==> src/rtl/databus_reader.sv <==
// databus_reader: single RAM read on the shared 8-bit data bus with fixed access latency.
// Optional macro DATABUSREADER_BITSEL_EN enables the latched bit-select; otherwise BitData is bit 0.
module databus_reader #(
  parameter int unsigned RAM_LATENCY = 2
) (
  input  logic       DATABUSREADER_Clk,
  input  logic       DATABUSREADER_Reset,
  input  logic       DATABUSREADER_ReadReq,
  input  logic [2:0] DATABUSREADER_BitSel,
  input  logic       DATABUSREADER_BusDriven,
  input  logic [7:0] DATABUSREADER_RAMData,
  output logic       DATABUSREADER_RAMReadEnable,
  output logic       DATABUSREADER_Busy,
  output logic [7:0] DATABUSREADER_WordData,
  output logic       DATABUSREADER_BitData,
  output logic       DATABUSREADER_Valid,
  output logic       DATABUSREADER_Error
);

  localparam int unsigned CNT_W  = 4;
  localparam int unsigned WORD_W = 8;
  localparam int unsigned SEL_W  = 3;

  localparam logic [0:0] S_IDLE = 1'b0;
  localparam logic [0:0] S_WAIT = 1'b1;

  logic [0:0]        state_q, state_d;
  logic [CNT_W-1:0]  cnt_q, cnt_d;
  logic [SEL_W-1:0]  sel_q, sel_d;
  logic              ren_q, ren_d;
  logic [WORD_W-1:0] word_q, word_d;
  logic              bit_q, bit_d;
  logic              valid_q, valid_d;
  logic              error_q, error_d;
  logic              sel_bit;

`ifdef DATABUSREADER_BITSEL_EN
  assign sel_bit = DATABUSREADER_RAMData[sel_q];
`else
  // Fixed bit-0 extraction, matching the writer's insertion point; no select latch.
  logic unused_bitsel;
  assign unused_bitsel = ^{DATABUSREADER_BitSel, sel_q};
  assign sel_bit       = DATABUSREADER_RAMData[0];
`endif

  // Next-state and next-output decode
  always_comb begin
    state_d = state_q;
    cnt_d   = cnt_q;
    sel_d   = sel_q;
    ren_d   = ren_q;
    word_d  = word_q;
    bit_d   = bit_q;
    valid_d = 1'b0;
    error_d = 1'b0;
    case (state_q)
      S_IDLE: begin
        if (DATABUSREADER_ReadReq) begin
          if (DATABUSREADER_BusDriven) begin
            error_d = 1'b1;
          end else begin
`ifdef DATABUSREADER_BITSEL_EN
            sel_d   = DATABUSREADER_BitSel;
`endif
            cnt_d   = CNT_W'(RAM_LATENCY - 1);
            ren_d   = 1'b1;
            state_d = S_WAIT;
          end
        end
      end
      S_WAIT: begin
        if (DATABUSREADER_BusDriven) begin
          // Writer owns the bus: abort without touching the captured word.
          error_d = 1'b1;
          ren_d   = 1'b0;
          state_d = S_IDLE;
        end else if (cnt_q != '0) begin
          cnt_d = cnt_q - CNT_W'(1);
        end else begin
          word_d  = DATABUSREADER_RAMData;
          bit_d   = sel_bit;
          valid_d = 1'b1;
          ren_d   = 1'b0;
          state_d = S_IDLE;
        end
      end
      default: begin
        ren_d   = 1'b0;
        state_d = S_IDLE;
      end
    endcase
  end

  // State and output registers; reset overrides any capture or abort.
  always_ff @(posedge DATABUSREADER_Clk) begin
    if (DATABUSREADER_Reset) begin
      state_q <= S_IDLE;
      cnt_q   <= '0;
      sel_q   <= '0;
      ren_q   <= 1'b0;
      word_q  <= '0;
      bit_q   <= 1'b0;
      valid_q <= 1'b0;
      error_q <= 1'b0;
    end else begin
      state_q <= state_d;
      cnt_q   <= cnt_d;
      sel_q   <= sel_d;
      ren_q   <= ren_d;
      word_q  <= word_d;
      bit_q   <= bit_d;
      valid_q <= valid_d;
      error_q <= error_d;
    end
  end

  assign DATABUSREADER_RAMReadEnable = ren_q;
  assign DATABUSREADER_Busy          = (state_q != S_IDLE);
  assign DATABUSREADER_WordData      = word_q;
  assign DATABUSREADER_BitData       = bit_q;
  assign DATABUSREADER_Valid         = valid_q;
  assign DATABUSREADER_Error         = error_q;

endmodule
==> config.mk <==
export PLATFORM = sky130hd
export DESIGN_NAME = databus_reader
export DESIGN_NICKNAME = d
export VERILOG_FILES = /design/src/rtl/databus_reader.sv
export SDC_FILE = /design/constraint.sdc
export NUM_CORES = 1
export LEC_CHECK = 0
export ABC_AREA = 1
export CORE_MARGIN = 1.5
export CORE_UTILIZATION = 38
export CTS_BUF_LIST = sky130_fd_sc_hd__clkbuf_8
export CTS_CLUSTER_DIAMETER = 200
export DETAILED_ROUTE_END_ITERATION = 6
export GPL_ROUTABILITY_DRIVEN = 1
export GPL_TIMING_DRIVEN = 0
export PLACE_DENSITY = 0.77
export SLEW_MARGIN = 10
export SYNTH_ARGS = -nofsm -noshare
export SYNTH_HDL_FRONTEND = slang
export SYNTH_SLANG_ARGS = --single-unit
==> constraint.sdc <==
create_clock -name DATABUSREADER_Clk -period 1.33 [get_ports DATABUSREADER_Clk]
set_clock_uncertainty 0.2 [all_clocks]
set_input_delay 0.3325 -clock DATABUSREADER_Clk [delete_from_list [all_inputs] [get_ports DATABUSREADER_Clk]]
set_output_delay 0.3325 -clock DATABUSREADER_Clk [all_outputs]
set_load 0.01 [all_outputs]
**Yosys cells after proc, flatten, opt, wreduce, memory -nomap -nowiden**

Cells that the tools add are included.

- Add/sub/neg operators: 1
- $mul: 0
- Div/mod/pow operators: 0
- $lt $le $gt $ge: 0
- Eq/ne operators: 5
- Shift operators: 0
- Mux-type cells: 19
- Bitwise operators: 3
- Reductions and logical operators: 5

Operators by type and width:

| kind | number |
|---|---|
| 4-bit 2-to-1 mux | 4 |
| 1-bit 2-to-1 mux | 11 |
| 4-bit case mux with 2 select lines | 1 |
| 2-bit inequality test (second input constant) | 3 |
| 1-bit case mux with 2 select lines | 3 |
| 3-bit AND reduction | 2 |
| 4-bit AND reduction | 1 |
| 4-bit nonzero test | 1 |
| 4-bit by 1-bit subtractor with 4-bit output (second input constant) | 1 |
| 3-bit inequality test (second input constant) | 1 |
| 1-bit NOT | 3 |
| 3-bit OR reduction | 1 |
| 2-bit by 1-bit inequality test with 1-bit output (second input constant) | 1 |

- Register bits: 17
- Latch bits: 0
- RAM bits: 0
- ROM bits: 0
- Input port bits: 15
- Output and inout bits: 13
- Word-level logic and storage cells: 40
- Memories: 0

**Longest topological paths before layout**

Gate-level depths: netlist of the first run.

- Word-level depth: 4
- Gate-level depth with buffers: 8
- Mapped depth without buffers: 8

**Worst setup path after synthesis of the first run**

No wires, ideal clock.

- Path type: register to register
- Start point: register cnt_q[0]
- End point: register cnt_q[1]
- Setup time: 70 ps
- Arrival time: 1,026 ps
- Data required time: 1,060 ps
- Path slack: 34 ps
- Cell stages (with the launch flop): 7
- Buffers on the path: 0
- Clock period less this slack: 1,296 ps
- Cells stage by stage: dfxtp_1 > inv_1 > ha_1 > nand2_1 > nand2_2 > or2_1 > a21oi_1

- Word-level cells in the longest chain between the ends: 4
- Elaborated cells between the ends (all ways): 7
- Those cells by class: 1 x add/sub; 1 x eq/ne; 3 x mux; 2 x reduce/logical

Ends and longest elaborated chain:

| element | line | RTL |
|---|---|---|
| start: declaration | 28 | `logic [CNT_W-1:0] cnt_q, cnt_d;` |
| start signal: assignment | 107 | `cnt_q <= cnt_d;` |
| 4-bit by 1-bit subtractor with 4-bit output | 78 | `cnt_d = cnt_q - CNT_W'(1);` |
| 4-bit 2-to-1 mux | 77 | `end else if (cnt_q != '0) begin` |
| 4-bit 2-to-1 mux | 72 | `if (DATABUSREADER_BusDriven) begin` |
| 4-bit case mux with 2 select lines | 56 | `case (state_q)` |

Parallel ways exist; a longest one is shown, timed or not. The select of a mux whose other input is x is not followed.
A chain may end at the register's enable or synchronous reset.

**Worst setup path after layout of the first run**

Ends and elaborated chain as after synthesis.

==> results of run 1 <==
==> kinds of logic after synthesis <==
| kind of cell | count (synthesis) |
|---|---|
| and+or+nand+nor | 38 |
| DFF | 16 |
| AOI/OAI and AO/OA | 15 |
| buffers and inverters | 8 |
| adders and majority gates | 2 |
==> layout make-up <==
| cell class | count | area, um2 |
|---|---|---|
| buffer | 1 | 11.3 |
| timing repair buffer | 26 | 205 |
| clock buffer | 3 | 41.3 |
| sequential | 16 | 332 |
| fill | 143 | 544 |
| inverter | 7 | 33.8 |
| multi-input combinational | 55 | 337 |
| tap | 16 | 20.0 |
==> registers in the layout, indices dropped and copies added, names as in the netlist <==
name,flops
DATABUSREADER_Busy,1
DATABUSREADER_Error,1
DATABUSREADER_Valid,1
DATABUSREADER_WordData,8
DATABUSREADER_RAMReadEnable,1
cnt_q,4
==> metrics by stage <==
step           cells  utilization, %  setup TNS (ps)  setup slack, ps
2_1_floorplan     79               -               0             34.4
6_report         124            64.3           -30.1            -30.1
4_1_cts          123            62.2           -14.6            -14.6
5_1_grt          124            64.3            -105            -70.0
3_5_place_dp     119            58.3           -5920             -391
3_3_place_gp     119            58.3           -5520             -361
==> layout by cell type (no fill, tap or decap), drive strengths merged, types with 2 or more instances in the layout <==
cell type	n
nor2	23
clkbuf	4
clkdlybuf4s50	8
dlymetal6s2s	2
buf	14
nand2	7
nand3	5
inv	7
ha	2
nor3	2
dfxtp	16
o21ai	9
a21oi	5
==> report_power, final <==
group          switching (W)  internal [W]  leakage (nW)
combinational      0.0000889     0.0000844         0.283
clock               0.000153      0.000200        0.0216
sequential         0.0000168      0.000502         0.134
total               0.000258      0.000786         0.438
==> path summary, 6_finish.rpt <==
kind	startpoint	end	slack, ps
max	cnt_q[0]	cnt_q[1]	-30
min	DATABUSREADER_Reset	cnt_q[1]	240
max reg2reg	cnt_q[0]	cnt_q[1]	-30
min reg2reg	DATABUSREADER_RAMReadEnable	DATABUSREADER_RAMReadEnable	260
==> what timing repair did <==
action                                  CTS  global route
endpoints found under the setup margin   26            20
resized for setup                        59            29
pin swaps                                 2             5
cloned                                    0             0
setup buffers                             1             1
==> worst reg2reg max path: stages (launching register included) <==
cell and delay [ps]:
dfxtp_2 350, inv_4 50, ha_4 170, nand2_4 60
nand2_4 70, or2_1 250, a21oi_2 130
==> synth_stat cells <==
cell type and n:
nor2_4 1, dfxtp_1 16, nand2_1 5, nand2_2 2
clkinv_2 1, inv_2 1, nand3_2 1, inv_1 5
ha_1 2, o21ai_0 9, a31oi_1 1, buf_4 1
nand3_1 4, nor2_1 22, nor3_1 2, or2_1 1
a21oi_1 5
==> routing by layer <==
metal | vias to the layer above | GRT usage, % | routed length [um]
li1 | 315 | - | -
met1 | 254 | 14.0 | 579
met2 | 23 | 29.4 | 734
met3 | 2 | 4.17 | 112
met4 | 0 | 5.45 | 4
met5 | - | 0 | 0
==> flow_summary_export.csv, run 1 <==
group,metric,value,unit
status,status,"complete, but fails checks",
status,violations,"setup timing",
floorplan,dieWidth,43.7,um
pwr,ir_drop,0.604,mV
pwr,p_total,0.00104,W
synth,synth_area_leader_cell,"dfxtp_1",
clock_tree,root_buffer,"clkbuf_8",
drt,routed_wl,1430,um
grt,grt_usage,14.8,%
sta,rsz0062_at_grt,"yes",
layout,n_antenna_cell,0,
clock_tree,htree_levels,1,
clock_tree,ctsHoldBuffers,0,
grt,grt_pass1_wl,2100,um
sta,hold_viol_final,0,
drt,via_per_inst,4.79,
critical_path,critPathTopFamily,"simple AND/OR/NAND/NOR gates",
synth,synth_xor_area_share,0,%
drt,initialDrtViolationCount,3,
place,postPlaceCellArea,888,um2
place,io_buffers,24,
floorplan,start_util,41.2,%
drt,wire_per_inst,11.5,um
critical_path,critical_path_arrival,1330,ps
floorplan,io_pins,28,
synth,synth_area,628,um2
critical_path,crit_path_start_kind,"register",
clock_tree,cts.clk_slew.worst_paths,60,ps
synth,syn_inst,79,
grt,antenna_found_initial,0,
synth,synth-simple-area-share,27.3,%
floorplan,dieArea,1910,um2
critical_path,cp-end-kind,"register",
worst_hold_path,hold_path_depth,2,
critical_path,crit_type,"reg2reg",
sta,whs,237,ps
critical_path,r2r_cells,6,
critical_path,slowest_stage,"dfxtp_2",
floorplan,rows,14,
sta,fmax,735,MHz
layout,fin_nets,127,
synth,yosys.area_share.adder,3.98,%
clock_tree,cts_sinks,16,
critical_path,cp.depth,6,
clock_tree,clk_latency,240,ps
floorplan,core_area,1520,um2
clock_tree,cts_buffers,3,
pwr,leakage,0.438,nW
critical_path,cp_data_required_time,1300,ps
sta,worstMarginPinSlew,306,ps
synth,yosys-mux-area-fraction,0,%
drt,drc,0,
worst_hold_path,hp-class,"in2reg",
critical_path,crit_top_cell,"nand2_4",
drt,ant_nets,0,
layout,area_growth,56.0,%
sta,period_minus_slack,1360,ps
clock_tree,cts_buffer_depth,2,
grt,gr-total-overflow,0,
synth,synth_top_area_share,51.0,%
critical_path,slowest_delay,350,ps
synth,ys_warn_count,0,
place,routabilityCongestion,0.754,
floorplan,die_h,43.7,um
layout,final_cell_area,980,um2
synth,synth_compound_area_share,12.2,%
critical_path,critPathBufInv,1,
critical_path,path_max_fanout,5,
drt,vias,594,
synth,synth_top_family_by_area,"simple AND/OR/NAND/NOR gates",
layout,drive_above_1_share,38.0,%
drt,first_pass_iters,4,
grt,grt_pass1_vias,537,
sta,setup_viol,1,
critical_path,worstPathCellList,"inv_4 -> ha_4 -> nand2_4 -> nand2_4 -> or2_1 -> a21oi_2",
sta,fin_crit_sh,102,%
grt,grt_max_degree,11,
clock_tree,cts_tree,"done",
run,maxCapViolCount,0,
synth,postSynthAreaPerCell,7.95,um2
synth,synthTopCellsByArea,"dfxtp_1 51%, nor2_1 13%, o21ai_0 7.2%",
sta,finalWorstSetupSlack,-30.1,ps
synth,synth-seq-cells,16,
place,dp_hpwl,1010,um
synth,yosysSeqAreaShare,51.0,%
pwr,p_per_area,1070,nW/um2
synth,ys_types,17,
sta,relSlewSlack,79.5,%
sta,drv_slew,0,
synth,syn-num-nets,96,
Power figures use the tool's default switching activity.
==> run 2, diff against run 1 <==
Settings changed: CAP_MARGIN set to 0, CORE_UTILIZATION 38 to 42, PLACE_DENSITY 0.77 to 0.8.
Clock period 1.33 ns to 1.5 ns, I/O delays scaled along.
==> run 2 against run 1 <==
  * The flow now finishes without violations
  * Sequential cell count did not move
  * Final area shrank 2.3%
  * Global-route usage rose by 2.4 points
  * Worst hold slack better by 26 ps
  * First-iteration DRC count is 33% lower
  * Sequential share of layout area is 0.12 points lower
  * Critical path depth shrank 5
  * Critical path type is now reg2out
  * Largest power group unchanged
==> flow_summary_export.csv, run 2 (same netlist as run 1, synthesis figures left out) <==
group,metric,value,unit
status,status,"finished clean",
layout,fin_nets,125,
sta,setup_viol,0,
sta,drv_slew,0,
layout,largest_reg_flops,8,
critical_path,critical_path_arrival,860,ps
grt,grt_usage,17.3,%
grt,antenna_found_initial,0,
drt,wire_per_inst,11.0,um
sta,period_minus_slack,1440,ps
critical_path,slowest_stage,"dfxtp_2",
drt,first_pass_iters,2,
sta,rsz0062_at_grt,"no",
drt,initialDrtViolationCount,2,
pwr,p_per_area,1010,nW/um2
layout,area_growth,52.4,%
critical_path,cp_data_required_time,920,ps
place,routabilityCongestion,0.805,
run,maxCapViolCount,0,
critical_path,crit_path_start_kind,"register",
sta,fin_crit_sh,95.9,%
layout,mostFrequentLayoutCells,"21 x nor2_1, 14 x dfxtp_1, 12 x dlygate4sd2_1, 10 x clkdlybuf4s50_1, 8 x o21ai_0",
critical_path,path_max_fanout,4,
floorplan,die_h,41.7,um
grt,grt_pass1_vias,574,
floorplan,io_pins,28,
drt,ant_nets,0,
clock_tree,ctsHoldBuffers,0,
worst_hold_path,hold_path_depth,2,
layout,final_core_util,70.9,%
sta,hold_viol_final,0,
sta,relSlewSlack,81.0,%
floorplan,dieWidth,41.7,um
sta,fmax,695,MHz
critical_path,r2r_cells,7,
clock_tree,cts.clk_slew.worst_paths,60,ps
worst_hold_path,hp-class,"reg2reg",
critical_path,critPathTopFamily,"flip-flops",
critical_path,critPathBufInv,1,
clock_tree,cts_buffers,3,
drt,vias,594,
floorplan,core_area,1350,um2
clock_tree,cts_sinks,16,
layout,drive_above_1_share,16.8,%
grt,gr-total-overflow,0,
floorplan,dieArea,1740,um2
place,io_buffers,24,
grt,grt_pass1_wl,2290,um
layout,layout_commonest_cell,"nor2_1",
drt,drc,0,
clock_tree,cts_setup_buffers,0,
place,dp_hpwl,984,um
clock_tree,root_buffer,"clkbuf_8",
clock_tree,cts_tree,"done",
critical_path,cp.depth,1,
clock_tree,htree_levels,1,
clock_tree,clk_latency,250,ps
floorplan,start_util,46.5,%
pwr,ir_drop,0.704,mV
critical_path,r2r_slack,140,ps
pwr,p_total,0.000966,W
layout,n_antenna_cell,0,
clock_tree,cts_buffer_depth,2,
critical_path,crit_type,"reg2out",
drt,via_per_inst,4.87,
pwr,leakage,0.436,nW
drt,routed_wl,1340,um
grt,grt_max_degree,11,
floorplan,rows,13,
sta,worstMarginPinSlew,284,ps
critical_path,cp-end-kind,"output port",
critical_path,worstPathCellList,"dlygate4sd2_1",
critical_path,slowest_delay,350,ps
## run 2: cell types whose count changed in the layout (fill, tap and decap cells not counted), sizes merged
cell | previous run | this run
buf | 14 | 2
dlygate4sd2 | 1 | 12
clkdlybuf4s50 | 8 | 10
clkdlybuf4s15 | 1 | 0
clkinv | 0 | 1
dlymetal6s2s | 2 | 1
inv | 7 | 6
## run 2: power by group
part | switching (W) | internal [W] | total (W)
combinational | 0.0000672 | 0.0000672 | 0.000134
sequential | 0.0000107 | 0.000444 | 0.000455
clock | 0.000143 | 0.000233 | 0.000376
total | 0.000221 | 0.000744 | 0.000966
## run 2: stage by stage
step / worst slack, ps / hold WS (ps) / setup TNS [ps] / instance area [um2] / cells
2_1_floorplan: 204 / 244 / 0 / 628 / 79
3_3_place_gp: -251 / 258 / -3130 / 887 / 118
3_5_place_dp: -292 / 263 / -3430 / 887 / 118
4_1_cts: 12.5 / 267 / 0 / 937 / 122
5_1_grt: 7.25 / 281 / 0 / 957 / 122
6_report: 61.1 / 262 / 0 / 957 / 122
## run 2: path summary, 6_finish.rpt
path / from / to
setup / recovery: DATABUSREADER_Busy / DATABUSREADER_Busy
hold / removal: DATABUSREADER_RAMReadEnable / DATABUSREADER_RAMReadEnable
setup reg to reg: cnt_q[0] / cnt_q[3]
hold reg to reg: DATABUSREADER_RAMReadEnable / DATABUSREADER_RAMReadEnable
## run 2: worst min-delay path, cell delays in order, from the launching register on
cell and delay, ps:
dfxtp_1 300, nand2_1 60, a21oi_1 50
## run 2: area by class of cell
cell class                 count  area (um2)
tap                           15        18.8
buffer                         1        7.51
fill                         115         393
multi-input combinational     55         300
clock buffer                   4        55.1
timing repair buffer          24         225
inverter                       7        27.5
sequential                    16         323
## run 2: repair_timing
action / 4_1_cts / 5_1_grt
setup endpoints to repair: 16 / 13
gates resized for setup: 17 / 7
pin swaps: 0 / 2
## run 2: per-layer routing
layer | track usage, % | vias to the layer above | wire length [um]
met3 | 4.78 | 4 | 99
met2 | 28.7 | 22 | 617
met1 | 18.9 | 255 | 593
met5 | 0 | - | 0
met4 | 11.6 | 0 | 31
li1 | - | 313 | -
==> run 3, diff against run 2 <==
--- a/config.mk
+++ b/config.mk
@@ -10,4 +10,3 @@
 export CORE_MARGIN = 1.5
-export CORE_UTILIZATION = 42
-export CTS_BUF_LIST = sky130_fd_sc_hd__clkbuf_8
+export CORE_UTILIZATION = 39
 export CTS_CLUSTER_DIAMETER = 200
@@ -16,3 +15,3 @@
 export GPL_TIMING_DRIVEN = 0
-export PLACE_DENSITY = 0.8
+export PLACE_DENSITY = 0.76
 export SLEW_MARGIN = 10
==> constraint.sdc (replaced) <==
create_clock -name DATABUSREADER_Clk -period 1.5 [get_ports DATABUSREADER_Clk]
set_clock_uncertainty 0.2 [all_clocks]
set_input_delay 0.3 -clock DATABUSREADER_Clk [delete_from_list [all_inputs] [get_ports DATABUSREADER_Clk]]
set_output_delay 0.3 -clock DATABUSREADER_Clk [all_outputs]
set_load 0.01 [all_outputs]
==> run 3 against run 2 <==
  * Die area increased by 7.1%
  * Wire length decreased by 8.9%
  * Sequential share of layout area up 1.9 points
  * Power shrank 18%
  * Final area fell by 5.2%
  * Via count is 0.84% lower
  * Critical path depth rose by 6
  * Non-clock buffer count stayed put
  * Sequential power hardly changed
  * Clock power decreased by 43%
  * Maximum frequency increased by 1.2%
  * Largest cell class unchanged
==> flow_summary_export.csv, run 3 (same netlist as run 1, synthesis figures left out) <==
group,metric,value,unit
sta,fmax,704,MHz
clock_tree,ctsHoldBuffers,0,
sta,period_minus_slack,1420,ps
layout,area_growth,44.4,%
pwr,pwr-share-seq,57.2,%
grt,use_met2,26.0,%
place,dp_hpwl,920,um
clock_tree,cts_tree,"done",
drt,routed_wl,1220,um
floorplan,die_h,43.1,um
critical_path,path_max_fanout,5,
clock_tree,cts_sinks,16,
clock_tree,htree_levels,1,
drt,wire_per_inst,10.0,um
pwr,power.internal,0.000601,W
sta,fin_crit_sh,94.7,%
drt,first_pass_iters,4,
sta,setup_viol,0,
pwr,switching_share,24.4,%
grt,grt_pass1_wl,1970,um
worst_hold_path,hold_path_depth,2,
sta,relSlewSlack,82.1,%
pwr,p_clk_share,26.8,%
critical_path,cp_data_required_time,1480,ps
clock_tree,cts.clk_slew.worst_paths,90,ps
clock_tree,cts_buffers,3,
grt,grt-busiest-layer,"met2",
drt,vias,589,
layout,drive_above_1_share,13.2,%
pwr,p_per_area,877,nW/um2
layout,fin_nets,125,
sta,whs,264,ps
floorplan,rows,14,
critical_path,crit_type,"reg2reg",
layout,largest_reg_flops,8,
grt,gr-total-overflow,0,
pwr,pwr-share-comb,16.0,%
worst_hold_path,hp-class,"reg2reg",
run,maxCapViolCount,0,
critical_path,critical_path_arrival,1400,ps
floorplan,dieArea,1860,um2
floorplan,core_area,1510,um2
clock_tree,cts_buffer_depth,2,
critical_path,cp-end-kind,"register",
drt,initialDrtViolationCount,4,
pwr,switchingPower,0.000194,W
critical_path,r2r-start,"cnt_q[0]",
place,place_ws,-198,ps
worst_hold_path,worstHoldEndpoint,"DATABUSREADER_RAMReadEnable",
floorplan,dieWidth,43.1,um
layout,final_cell_area,907,um2
grt,grt_usage,14.0,%
drt,drc,0,
clock_tree,clk_latency,270,ps
critical_path,crit_path_start_kind,"register",
drt,via_per_inst,4.83,
clock_tree,cts_setup_buffers,0,
grt,grt_max_degree,11,
layout,mostFrequentLayoutCells,"22 x nor2_1, 14 x dfxtp_1, 12 x dlygate4sd2_1, 11 x clkdlybuf4s50_1, 9 x o21ai_0",
sta,rsz0062_at_grt,"no",
floorplan,io_pins,28,
grt,use_met1,14.2,%
layout,n_antenna_cell,0,
sta,finalWorstSetupSlack,78.9,ps
sta,worstMarginPinSlew,267,ps
layout,layout_commonest_cell,"nor2_1",
grt,use_met3,4.26,%
pwr,leakage,0.409,nW
critical_path,r2r_slack,80,ps
critical_path,crit_start,"cnt_q[0]",
floorplan,start_util,41.7,%
place,postPlaceCellArea,888,um2
worst_hold_path,min_from,"DATABUSREADER_RAMReadEnable",
pwr,ir_drop,0.494,mV
grt,antenna_found_initial,0,
grt,grt_pass1_vias,509,
drt,ant_nets,0,
critical_path,r2r_cells,7,
clock_tree,root_buffer,"clkbuf_4",
critical_path,reg2reg_to,"cnt_q[3]",
sta,hold_viol_final,0,
sta,drv_slew,0,
place,routabilityCongestion,0.783,
place,io_buffers,24,
status,status,"finished clean",
## run 3: worst max-delay path by stage
| stage | to | slack, ps | cells past startpoint |
|---|---|---|---|
| global route | cnt_q[3] | 4 | 7 |
| floorplan | cnt_q[1] | 200 | 6 |
| global placement | DATABUSREADER_WordData[3] | -170 | 6 |
| finish | cnt_q[3] | 80 | 7 |
| detailed placement | DATABUSREADER_WordData[0] | -200 | 5 |
| CTS | DATABUSREADER_WordData[3] | 40 | 6 |
## run 3: critical path: stages (launching register included)
cell and delay (ps):
dfxtp_1 330, inv_1 110, ha_2 220, nand2_1 70, nand2_2 120, nand2_2 100, a21oi_1 140, nor2_1 50
## run 3: power by group through the flow
stage / registers, W / clock network (W) / logic (W)
floorplan: 0.000469 / 0 / 0.0000589
global placement: 0.000464 / 0 / 0.000131
detailed placement: 0.000465 / 0 / 0.000133
CTS: 0.000455 / 0.000223 / 0.000124
global route: 0.000458 / 0.000249 / 0.000141
finish: 0.000455 / 0.000213 / 0.000127
## run 3: cell type report
class	instances	area [um2]
multi-input combinational	55	283
sequential	16	323
buffer	1	7.51
timing repair buffer	24	223
fill	147	599
clock buffer	3	22.5
tap	16	20.0
inverter	7	28.8
## run 3: through the flow
step | total power (W) | utilization, % | setup TNS (ps) | cells
final | 0.000795 | 60.2 | 0 | 122
after global routing | 0.000847 | 60.2 | 0 | 122
after global placement | 0.000595 | 59.0 | -1930 | 119
after floorplan | 0.000528 | - | 0 | 79
after detailed placement | 0.000597 | 59.0 | -2360 | 119
after CTS | 0.000802 | 59.5 | 0 | 122
## run 3: routing by layer
metal  wire (um)  vias up  part of all wire, %
met1         538      253                   44
met4           0        0                    0
met5           0        -                    0
met2         564       23                   46
li1            -      313                    -
met3         118        0                  9.7
## run 3: what timing repair did
item | 4_1_cts | 5_1_grt
gates resized for setup | 16 | 3
cloned | 0 | 0
hold endpoints to repair | 0 | 0
setup endpoints to repair | 13 | 8
